<file path="config.mk">
export PLATFORM = sky130hd
export DESIGN_NAME = avalon_counter_bank
export DESIGN_NICKNAME = d
export VERILOG_FILES = /design/src/rtl/avalon_counter_bank.sv
export SDC_FILE = /design/constraint.sdc
export NUM_CORES = 1
export LEC_CHECK = 0
export CAP_MARGIN = 10
export CORE_ASPECT_RATIO = 1.1
export CORE_UTILIZATION = 52
export CTS_CLUSTER_SIZE = 12
export DETAILED_ROUTE_END_ITERATION = 10
export PLACE_DENSITY = 0.76
export SETUP_SLACK_MARGIN = 0.3
export SLEW_MARGIN = 5
export SYNTH_ARGS = -nofsm -noshare
export SYNTH_HDL_FRONTEND = slang
export SYNTH_SLANG_ARGS = --single-unit
</file>
<file path="constraint.sdc">
create_clock -name clk_clk -period 2.7 [get_ports clk_clk]
set_clock_uncertainty 0.2 [all_clocks]
set_input_delay 0.405 -clock clk_clk [delete_from_list [all_inputs] [get_ports clk_clk]]
set_output_delay 0.405 -clock clk_clk [all_outputs]
set_load 0.01 [all_outputs]
</file>
<file path="src/rtl/avalon_counter_bank.sv">
// Bank of NUM_CH prescaled up/down counters behind an Avalon-MM slave.
// Channel 0's value drives the LEDs; TC & IRQ_EN of all channels feed one level irq.
module avalon_counter_bank #(
   parameter int NUM_CH  = 2,
   parameter int WIDTH   = 10,
   parameter int PRESC_W = 16,
   parameter int ADDR_W  = $clog2(NUM_CH) + 2
) (
   input  logic              clk_clk,
   input  logic              reset_reset_n,
   input  logic [ADDR_W-1:0] avs_address,
   input  logic              avs_read,
   input  logic              avs_write,
   input  logic [31:0]       avs_writedata,
   output logic [31:0]       avs_readdata,
   output logic              irq,
   output logic [WIDTH-1:0]  counter_readdata
);

   localparam logic [1:0] R_CTRL = 2'd0, R_LIMIT = 2'd1, R_VALUE = 2'd2, R_STATUS = 2'd3;

   logic [NUM_CH-1:0]              en_q, en_d, down_q, down_d, sat_q, sat_d;
   logic [NUM_CH-1:0]              irqen_q, irqen_d, tc_q, tc_d;
   logic [NUM_CH-1:0][PRESC_W-1:0] presc_q, presc_d, pcnt_q, pcnt_d;
   logic [NUM_CH-1:0][WIDTH-1:0]   limit_q, limit_d, value_q, value_d;
   logic [31:0]                    rdata_q, rdata_d;
   logic                           irq_q, irq_d;
   logic [WIDTH-1:0]               led_q;

   logic [ADDR_W-1:0] ch_sel;
   logic [1:0]        reg_sel;
   logic [NUM_CH-1:0] hit, tick, term;
   logic              unused_wdata;

   assign ch_sel       = avs_address >> 2;
   assign reg_sel      = avs_address[1:0];
   assign unused_wdata = ^avs_writedata;

   always_comb begin
      en_d    = en_q;
      down_d  = down_q;
      sat_d   = sat_q;
      irqen_d = irqen_q;
      tc_d    = tc_q;
      presc_d = presc_q;
      pcnt_d  = pcnt_q;
      limit_d = limit_q;
      value_d = value_q;
      hit     = '0;
      tick    = '0;
      term    = '0;
      rdata_d = rdata_q;
      for (int c = 0; c < NUM_CH; c++) begin
         // out-of-range channels never match, so their accesses fall through
         hit[c]  = (ch_sel == ADDR_W'(c));
         tick[c] = en_q[c] && (pcnt_q[c] == presc_q[c]);
         term[c] = down_q[c] ? (value_q[c] == '0) : (value_q[c] >= limit_q[c]);

         if (!en_q[c] || tick[c]) pcnt_d[c] = '0;
         else                     pcnt_d[c] = pcnt_q[c] + 1'b1;

         if (tick[c]) begin
            if (term[c]) begin
               tc_d[c] = 1'b1;
               if (!sat_q[c]) value_d[c] = down_q[c] ? limit_q[c] : '0;
            end else begin
               value_d[c] = down_q[c] ? value_q[c] - 1'b1 : value_q[c] + 1'b1;
            end
         end

         // software writes override the tick, except a TC clear loses to a TC set
         if (avs_write && hit[c]) begin
            case (reg_sel)
               R_CTRL: begin
                  en_d[c]    = avs_writedata[0];
                  down_d[c]  = avs_writedata[1];
                  sat_d[c]   = avs_writedata[2];
                  irqen_d[c] = avs_writedata[3];
                  presc_d[c] = avs_writedata[16 +: PRESC_W];
                  pcnt_d[c]  = '0;
               end
               R_LIMIT: limit_d[c] = avs_writedata[WIDTH-1:0];
               R_VALUE: begin
                  value_d[c] = avs_writedata[WIDTH-1:0];
                  pcnt_d[c]  = '0;
               end
               default: if (avs_writedata[0] && !(tick[c] && term[c])) tc_d[c] = 1'b0;
            endcase
         end
      end

      if (avs_read) begin
         rdata_d = '0;
         for (int c = 0; c < NUM_CH; c++) begin
            if (hit[c]) begin
               case (reg_sel)
                  R_CTRL: begin
                     rdata_d[3:0]            = {irqen_q[c], sat_q[c], down_q[c], en_q[c]};
                     rdata_d[16 +: PRESC_W]  = presc_q[c];
                  end
                  R_LIMIT:  rdata_d[WIDTH-1:0] = limit_q[c];
                  R_VALUE:  rdata_d[WIDTH-1:0] = value_q[c];
                  default:  rdata_d[0]         = tc_q[c];
               endcase
            end
         end
      end
   end

   assign irq_d = |(tc_q & irqen_q);

   always_ff @(posedge clk_clk or negedge reset_reset_n) begin
      if (!reset_reset_n) begin
         en_q    <= '0;
         down_q  <= '0;
         sat_q   <= '0;
         irqen_q <= '0;
         tc_q    <= '0;
         presc_q <= '0;
         pcnt_q  <= '0;
         limit_q <= '0;
         value_q <= '0;
         rdata_q <= '0;
         irq_q   <= 1'b0;
         led_q   <= '0;
      end else begin
         en_q    <= en_d;
         down_q  <= down_d;
         sat_q   <= sat_d;
         irqen_q <= irqen_d;
         tc_q    <= tc_d;
         presc_q <= presc_d;
         pcnt_q  <= pcnt_d;
         limit_q <= limit_d;
         value_q <= value_d;
         rdata_q <= rdata_d;
         irq_q   <= irq_d;
         led_q   <= value_q[0];
      end
   end

   assign avs_readdata     = rdata_q;
   assign irq              = irq_q;
   assign counter_readdata = led_q;

endmodule

</file>
==> results of run 1 <==
[sequential cells by signal, indices dropped and copies added, names as in the netlist]
signal / cells
pcnt_q: 32
presc_q: 32
avs_readdata: 26
limit_q: 20
value_q: 20
counter_readdata: 10
down_q: 2
en_q: 2
irqen_q: 2
sat_q: 2
tc_q: 2
irq: 1
[metrics by stage]
stage / setup slack [ps] / utilization, % / instance area [sq um] / std cells
2_1_floorplan: 215.6 / - / 8691 / 851
3_3_place_gp: 93.99 / 59.73 / 9741 / 1126
3_5_place_dp: 23.69 / 59.73 / 9741 / 1126
4_1_cts: 215.0 / 65.05 / 10610 / 1177
5_1_grt: 106.0 / 67.60 / 11020 / 1196
6_report: 142.1 / 67.60 / 11020 / 1196
[cell usage after synthesis (all sizes together) (3+ instances only)]
library cell,n
a221oi,6
inv,61
a211oi,6
ha,42
xnor2,52
buf,17
nand2,50
nand2b,5
nor2b,4
clkbuf,26
o22ai,20
dfrtp,151
a211o,9
nand4,15
xor2,19
or3,9
a21o,6
a22oi,12
a31oi,3
nor2,46
nor3,18
o31ai,8
and3,9
a21oi,51
mux2,58
nor4,4
nand3,28
o21ai,43
mux2i,31
[worst register-to-register path, stage by stage (launching register included)]
cell	delay (ps)
dfrtp_2	510
ha_1	330
a2111o_1	430
a41o_1	290
a21oi_2	170
xnor2_1	100
a211o_1	290
a21oi_1	160
[worst min-delay path by stage]
stage / slack, ps / cells after the start / endpoint
6_report: 210 / 3 / tc_q[1]
3_5_place_dp: 150 / 1 / value_q[19]
3_3_place_gp: 150 / 1 / value_q[16]
2_1_floorplan: -90 / 0 / avs_readdata[0]
5_1_grt: 220 / 3 / tc_q[1]
4_1_cts: 190 / 3 / tc_q[1]
[kinds of logic (layout without fill, tap and decap cells)]
group | Yosys count | after routing | synth area share, %
muxes | 90 | 90 | 11.43
xor gates and xnor gates | 71 | 71 | 7.211
other | 1 | 6 | 0.04349
DFF | 151 | 151 | 43.82
and+or+nand+nor | 197 | 197 | 11.23
adders and majority gates | 44 | 44 | 6.558
AOI/OAI and AO/OA | 187 | 187 | 14.16
buffers and inverters | 105 | 246 | 5.542
[cell type report]
cell class | count | area, sq um
fill | 1209 | 5284
multi-input combinational | 595 | 4755
sequential | 151 | 3790
timing repair buffer | 153 | 1416
clock buffer | 19 | 442.9
tap | 204 | 255.2
inverter | 61 | 231.5
clock inverter | 13 | 133.9
[what timing repair did]
action	4_1_cts	5_1_grt
buffers inserted	18	18
endpoints found under the setup margin	19	20
resized for setup	35	62
cloned	0	1
hold endpoints to repair	37	0
pin swaps	15	28
hold buffers	1	0
[power by group through the flow]
stage / clock [mW] / combinational [mW] / sequential, mW
floorplan: 0 / 1.88 / 2.99
global placement: 0 / 2.59 / 3.04
detailed placement: 0 / 2.66 / 3.06
CTS: 2.37 / 2.97 / 3.03
global route: 2.47 / 3.81 / 3.09
finish: 2.35 / 3.52 / 3.04
[metal layers]
layer  wire, um  share of wire [%]  global-route usage, %
met4        729                3.2                  11.59
met3       1056                4.6                  4.222
met5          0                  0                      0
met1       9422                 41                  32.56
met2      11710                 51                  47.28
==> results.cfg, run 1 <==
[power]
power_frac_clock_pct = 26.4
peakVddDrop_mv = 0.4603
leakage_nw = 4.732
powerDensity_nw_per_um2 = 809.2
pwr-share-seq_pct = 34.1
sw_frac_of_total_pct = 35.20
comb_power_share_pct = 39.5
switching_power_mw = 3.140
p_total_mw = 8.921
internal-power_mw = 5.781

[setup_path]
crit_slowest_cell = dfrtp_2
cp.required_ps = 2850
crit_path_end_kind = register
worstPathArrival_ps = 2710
cp-start-kind = register
path_max_fanout = 8
worstSetupPathType = register to register
crit_chain = ha_1 > a2111o_1 > a41o_1 > a21oi_2 > xnor2_1 > a211o_1 > a21oi_1
path_depth = 7
critPathLaunch = down_q[0]
crit_end = value_q[9]
crit_family = compound AO/OA/AOI/OAI gates
crit_buf_inv = 0
rr_endpoint = value_q[9]
rr_worst_depth = 7
cpPeakStageDelay_ps = 510
r2r_start = down_q[0]
reg2reg_slack_ps = 140

[synthesis]
synth_area_leader_cell = dfrtp_1
syn_area_per_cell_sq_um = 10.19
ys.flop_type = dfrtp_1
syn-cell-area_sq_um = 8623
ys_types = 68
ys_top_cells_by_area = dfrtp_1 44%, mux2_2 7.6%, ha_1 6.1%
synth.top_cell.area_share_pct = 43.82
ys_seq_area_share_pct = 43.82
synth_cells = 846
synth-edff-count = 0
async_flop_share_pct = 100.0
synth-seq-cells = 151
yosysWarnings = 0

[drt]
dr_total_vias = 7158
drt_iter0_drc = 659
viasPerCell = 5.985
drtPass1Iterations = 9
drc = 14
antenna_left = 0
routed_wirelength_mm = 22.92
wl_per_cell_um = 19.16

[floorplanning]
die_area_sq_um = 17100
initial_core_util_pct = 52.88
placementRows = 49
ios = 82
coreArea_sq_um = 16310
die_w_um = 124.8
die_h_um = 137.1

[global_routing]
grt_pass1_vias = 6926
grt-ovfl-total = 0
grt_pass1_wl_mm = 35.44
track_usage_pct = 26.74
grt_max_degree = 51
grt_antenna_before_repair = 0

[sta]
slew_headroom_pct = 44.87
period_needed_ps = 2558
min_period_over_period_pct = 94.74
worst_pin_slew_ps = 826.9
finalSetupTns_ps = 0
rsz0062_at_grt = true
whs_ps = 214.6
slew_violations = 0
clock.fmax_mhz = 391.0
setup_violations = 0
hold_viol_final = 0

[place]
numPortBuffers = 69
gp_congestion = 0.8991
hpwl_mm = 15.01

[run]
max_cap_violations = 0

[clock_network]
clockBufferDepth = 2
cts_sinks = 151
cts_tree = done
clkTransAtPathRegs_ps = 60
clock_latency_ps = 430
htreeDepth = 4
root_buffer = clkbuf_16
cts_buffers = 17

[hold_path]
min_from = avs_address[2]
holdCritPathClass = input pin to register

[cells_and_area]
drive_gt1_share_pct = 24.90
syn2layout_area_growth_pct = 27.84
antenna_cells = 0
final_common_cell = dfrtp_1
nets = 1062
layout_common_cells = 142 x dfrtp_1, 69 x buf_4, 67 x clkdlybuf4s50_1

[run_status]
violations = DRC
status = complete, but fails checks
No activity file was read; power rests on OpenSTA's default activity.
==> inputs of run 2 (changes only) <==
--- a/config.mk
+++ b/config.mk
@@ -7,10 +7,10 @@
 export LEC_CHECK = 0
 export CAP_MARGIN = 10
 export CORE_ASPECT_RATIO = 1.1
-export CORE_UTILIZATION = 52
+export CORE_UTILIZATION = 55
 export CTS_CLUSTER_SIZE = 12
 export DETAILED_ROUTE_END_ITERATION = 10
-export PLACE_DENSITY = 0.76
+export PLACE_DENSITY = 0.77
 export SETUP_SLACK_MARGIN = 0.3
 export SLEW_MARGIN = 5
 export SYNTH_ARGS = -nofsm -noshare
==> constraint.sdc (replaced) <==
create_clock -name clk_clk -period 2.6 [get_ports clk_clk]
set_clock_uncertainty 0.2 [all_clocks]
set_input_delay 0.39 -clock clk_clk [delete_from_list [all_inputs] [get_ports clk_clk]]
set_output_delay 0.39 -clock clk_clk [all_outputs]
set_load 0.01 [all_outputs]
==> run 2 against run 1 <==
The flow now finishes without violations; first-iteration DRC count is 4.6% higher; setup slack better by 3.7 ps; critical path depth is 2 higher; non-clock buffer count is 23 higher; largest power group unchanged.
==> results.cfg, run 2 (synthesis gave the netlist of run 1 again) <==
[clock_network]
cts_sinks = 151
clkTransAtPathRegs_ps = 70
cts_buffers = 17
htreeDepth = 4
cts_tree = done
clockBufferDepth = 2
root_buffer = clkbuf_16
clock_latency_ps = 440

[setup_path]
crit_path_end_kind = register
path_max_fanout = 5
crit_chain = buf_12 > ha_4 > a2111oi_4 > o21ai_2 > a41o_1 > a21oi_2 > xnor2_1 > a211o_1 > a21oi_1
rr_endpoint = value_q[9]
cpPeakStageDelay_ps = 430
reg2reg_slack_ps = 150
crit_slowest_cell = dfrtp_2
crit_buf_inv = 1
r2r_start = down_q[0]
cp-start-kind = register
cp.required_ps = 2760
rr_worst_depth = 9
worstPathArrival_ps = 2610
worstSetupPathType = register to register
crit_family = compound AO/OA/AOI/OAI gates

[power]
sw_frac_of_total_pct = 34.81
pwr-share-seq_pct = 32.5
comb_power_share_pct = 41.3
powerDensity_nw_per_um2 = 855.8
switching_power_mw = 3.396
internal-power_mw = 6.360
power_frac_clock_pct = 26.2
p_total_mw = 9.757
peakVddDrop_mv = 0.5097
leakage_nw = 4.879

[drt]
viasPerCell = 6.053
drtPass1Iterations = 6
routed_wirelength_mm = 23.99
wl_per_cell_um = 19.81
antenna_left = 0
drt_iter0_drc = 689
dr_total_vias = 7330
drc = 0

[sta]
finalWorstSetupSlack_ps = 145.8
worst_pin_slew_ps = 846.3
slew_violations = 0
hold_viol_final = 0
finalSetupTns_ps = 0
whs_ps = 275.8
slew_headroom_pct = 43.58
min_period_over_period_pct = 94.39
rsz0062_at_grt = true
setup_violations = 0
period_needed_ps = 2454
clock.fmax_mhz = 407.5

[place]
hpwl_mm = 15.22
place_ws_ps = 23.10
gp_congestion = 0.8845
dp_cells = 1127
placed_area_sq_um = 9854
numPortBuffers = 69

[cells_and_area]
final_cells = 1211
nets = 1085
antenna_cells = 0
syn2layout_area_growth_pct = 32.21
final_cell_area_sq_um = 11400
fillers = 1020
layout_common_cells = 142 x dfrtp_1, 89 x buf_4, 67 x clkdlybuf4s50_1
fin_util_pct = 75.14
drive_gt1_share_pct = 28.67
final_common_cell = dfrtp_1

[global_routing]
use_met1_pct = 35.74
grt_pass1_vias = 7147
grt_antenna_before_repair = 0
met3_usage_pct = 5.779
grt_pass1_wl_mm = 36.36
gr-usage-met2_pct = 50.95
grt_max_degree = 56
gr-max-usage-layer = met2
track_usage_pct = 29.21
grt-ovfl-total = 0

[floorplanning]
coreArea_sq_um = 15170
die_area_sq_um = 16180
die_h_um = 133.3
die_w_um = 121.4
placementRows = 47
initial_core_util_pct = 56.84
ios = 82

[hold_path]
holdCritPathClass = input pin to async pin

[run_status]
status = finished clean

[run]
max_cap_violations = 0
==> run 2: cell types whose count changed in the layout (fill, tap and decap cells not counted), sizes merged <==
cell	change
buf	+24
clkinv	+1
bufinv	+1
clkinvlp	+3
inv	-6
==> run 2: area by class of cell <==
cell class	count	area (sq um)	area share, %
clock buffers	20	466.7	4.094
clock inverters	12	141.4	1.240
inverters	61	236.5	2.074
multi-input cells	595	4896	42.94
flip-flops and latches	151	3790	33.24
well taps	196	245.2	2.151
repair buffers	176	1625	14.26
==> run 2: what timing repair did <==
action | CTS | global route
gates resized for setup | 52 | 69
pin swaps | 22 | 37
gates cloned | 1 | 0
hold buffers | 1 | 0
endpoints found under the hold margin | 51 | 0
endpoints found under the setup margin | 20 | 21
setup buffers | 24 | 26
==> run 2: worst register-to-register path: stages (launching register included) <==
cell and delay [ps]:
dfrtp_2 430, buf_12 150, ha_4 260, a2111oi_4 300, o21ai_2 120, a41o_1 280
a21oi_2 160, xnor2_1 90, a211o_1 260, a21oi_1 140
==> run 2: per-layer routing <==
layer	up-vias	share of wire [%]
met5	-	0
met4	0	3.1
met3	78	6.3
met2	331	52
met1	3597	39
li1	3324	-
==> run 2: how the worst max path moves through the flow <==
stage,startpoint,to,slack [ps],cells after the start
final,down_q[0],value_q[9],150,9
after global routing,down_q[0],value_q[9],20,9
after floorplan,down_q[0],value_q[8],120,10
after detailed placement,avs_address[0],pcnt_q[13],20,7
after global placement,down_q[0],value_q[8],80,8
after CTS,down_q[0],value_q[8],170,9
==> run 2: power by group through the flow <==
stage | Sequential [mW] | Clock [mW] | Combinational (mW)
after global placement | 3.18 | 0 | 2.75
after global routing | 3.22 | 2.68 | 4.32
after floorplan | 3.11 | 0 | 1.99
after detailed placement | 3.19 | 0 | 2.83
final | 3.17 | 2.56 | 4.03
after CTS | 3.13 | 2.56 | 3.33
==> inputs of run 3 (changes only) <==
--- a/config.mk
+++ b/config.mk
@@ -10,7 +10,7 @@
 export CORE_UTILIZATION = 55
 export CTS_CLUSTER_SIZE = 12
 export DETAILED_ROUTE_END_ITERATION = 10
-export PLACE_DENSITY = 0.77
+export PLACE_DENSITY = 0.84
 export SETUP_SLACK_MARGIN = 0.3
 export SLEW_MARGIN = 5
 export SYNTH_ARGS = -nofsm -noshare
==> run 3 against run 2 <==
Global-route usage up 1.5 points; register-to-register slack lost 150 ps; clock power grew 2%; largest power group unchanged; the run now ends with setup timing left; critical endpoint is now value_q[4]; first-iteration DRC count increased by 8.4%.
==> results.cfg, run 3 (synthesis gave the netlist of run 1 again) <==
[place]
gp_congestion = 0.9228
hpwl_mm = 15.54
dp_cells = 1133
placed_area_sq_um = 9887
numPortBuffers = 69

[cells_and_area]
fillers = 889
nets = 1087
final_common_cell = dfrtp_1
final_cell_area_sq_um = 11450
final_cells = 1213
antenna_cells = 0
syn2layout_area_growth_pct = 32.81
layout_common_cells = 141 x dfrtp_1, 88 x buf_4, 67 x clkdlybuf4s50_1
drive_gt1_share_pct = 28.42

[sta]
min_period_over_period_pct = 100.2
period_needed_ps = 2604
hold_viol_final = 0
clock.fmax_mhz = 384.0
worst_pin_slew_ps = 791.2
setup_violations = 1
rsz0062_at_grt = true
slew_violations = 0
finalWorstSetupSlack_ps = -4.147
slew_headroom_pct = 47.26

[clock_network]
cts_tree = done
clockBufferDepth = 2
cts_sinks = 151
htreeDepth = 4
clkTransAtPathRegs_ps = 70
clock_latency_ps = 440
cts_buffers = 17
root_buffer = clkbuf_16

[run]
max_cap_violations = 0

[drt]
drt_iter0_drc = 747
routed_wirelength_mm = 26.06
viasPerCell = 6.295
drtPass1Iterations = 5
antenna_left = 0
wl_per_cell_um = 21.48
drc = 0
dr_total_vias = 7636

[power]
leakage_nw = 4.915
peakVddDrop_mv = 0.5988
powerDensity_nw_per_um2 = 864.9

[hold_path]
holdCritPathClass = input pin to async pin

[floorplanning]
die_w_um = 121.4
ios = 82
coreArea_sq_um = 15170
die_area_sq_um = 16180
die_h_um = 133.3
placementRows = 47
initial_core_util_pct = 56.84

[run_status]
violations = setup timing
status = complete, but fails checks

[setup_path]
cp-start-kind = register
path_max_fanout = 5
worstPathArrival_ps = 2710
cp.required_ps = 2700
worstSetupPathType = register to register
crit_path_end_kind = register

[global_routing]
grt_pass1_vias = 7635
grt_max_degree = 62
grt-ovfl-total = 0
grt_pass1_wl_mm = 38.27
grt_antenna_before_repair = 0
track_usage_pct = 30.75
## run 3: critical path: stages (launching register included)
cell	delay (ps)
dfrtp_1	420
buf_4	180
ha_1	220
a211oi_2	270
o21ai_1	140
a21oi_2	230
buf_4	160
mux2_2	330
mux2i_1	190
o21ai_0	130
## run 3: repair_timing
action                                 in CTS  in global routing
endpoints found under the hold margin      38                  0
resized for setup                          62                 60
hold buffers                                1                  0
cloned                                      1                  0
setup buffers                              30                 16
pin swaps                                  36                 33
setup endpoints to repair                  20                 21
## run 3: path summary, 6_finish.rpt
path / endpoint / slack, ps / cells after the start / startpoint
setup / recovery: value_q[4] / -4 / 9 / value_q[2]
hold / removal: value_q[16] / 230 / 2 / reset_reset_n
setup reg to reg: value_q[4] / -4 / 9 / value_q[2]
hold reg to reg: counter_readdata[2] / 260 / 0 / value_q[2]
max in group asynchronous: value_q[6] / 1270 / 3 / reset_reset_n
min in group clk_clk: counter_readdata[2] / 260 / 0 / value_q[2]
## run 3: power by group
group	switching, mW	internal (mW)	total (mW)
clock	1.14	1.48	2.62
sequential	0.436	2.73	3.17
combinational	2.04	2.08	4.12
total	3.62	6.29	9.91
## run 3: area by class of cell
type                       instances  area, sq um  area share (%)
clock buffer                      17        425.4           3.715
clock inverter                    15        205.2           1.792
multi-input combinational        595         4922           42.98
tap                              196        245.2           2.141
sequential                       151         3791           33.10
inverter                          61        234.0           2.043
timing repair buffer             178         1629           14.22
## run 3: per-stage QoR
stage / TNS, ps / hold slack (ps) / utilization, % / setup WS (ps) / total power, mW
3_5_place_dp: 0 / 137.0 / 65.17 / 11.12 / 6.058
6_report: -4.147 / 227.9 / 75.48 / -4.147 / 9.905
4_1_cts: 0 / 249.1 / 72.74 / 137.2 / 9.113
3_3_place_gp: 0 / 138.5 / 65.17 / 83.32 / 5.947
2_1_floorplan: 0 / -105.6 / - / 120.0 / 5.107
5_1_grt: -181.8 / 269.8 / 75.48 / -67.97 / 10.29
## run 3: routing by layer
metal,GRT usage (%),part of all wire [%],vias up,routed length (um)
met5,0,0,-,0
met4,16.46,6.0,0,1572
met3,5.608,6.8,138,1771
met2,54.32,50,452,13150
met1,34.91,37,3713,9560
li1,-,-,3333,-
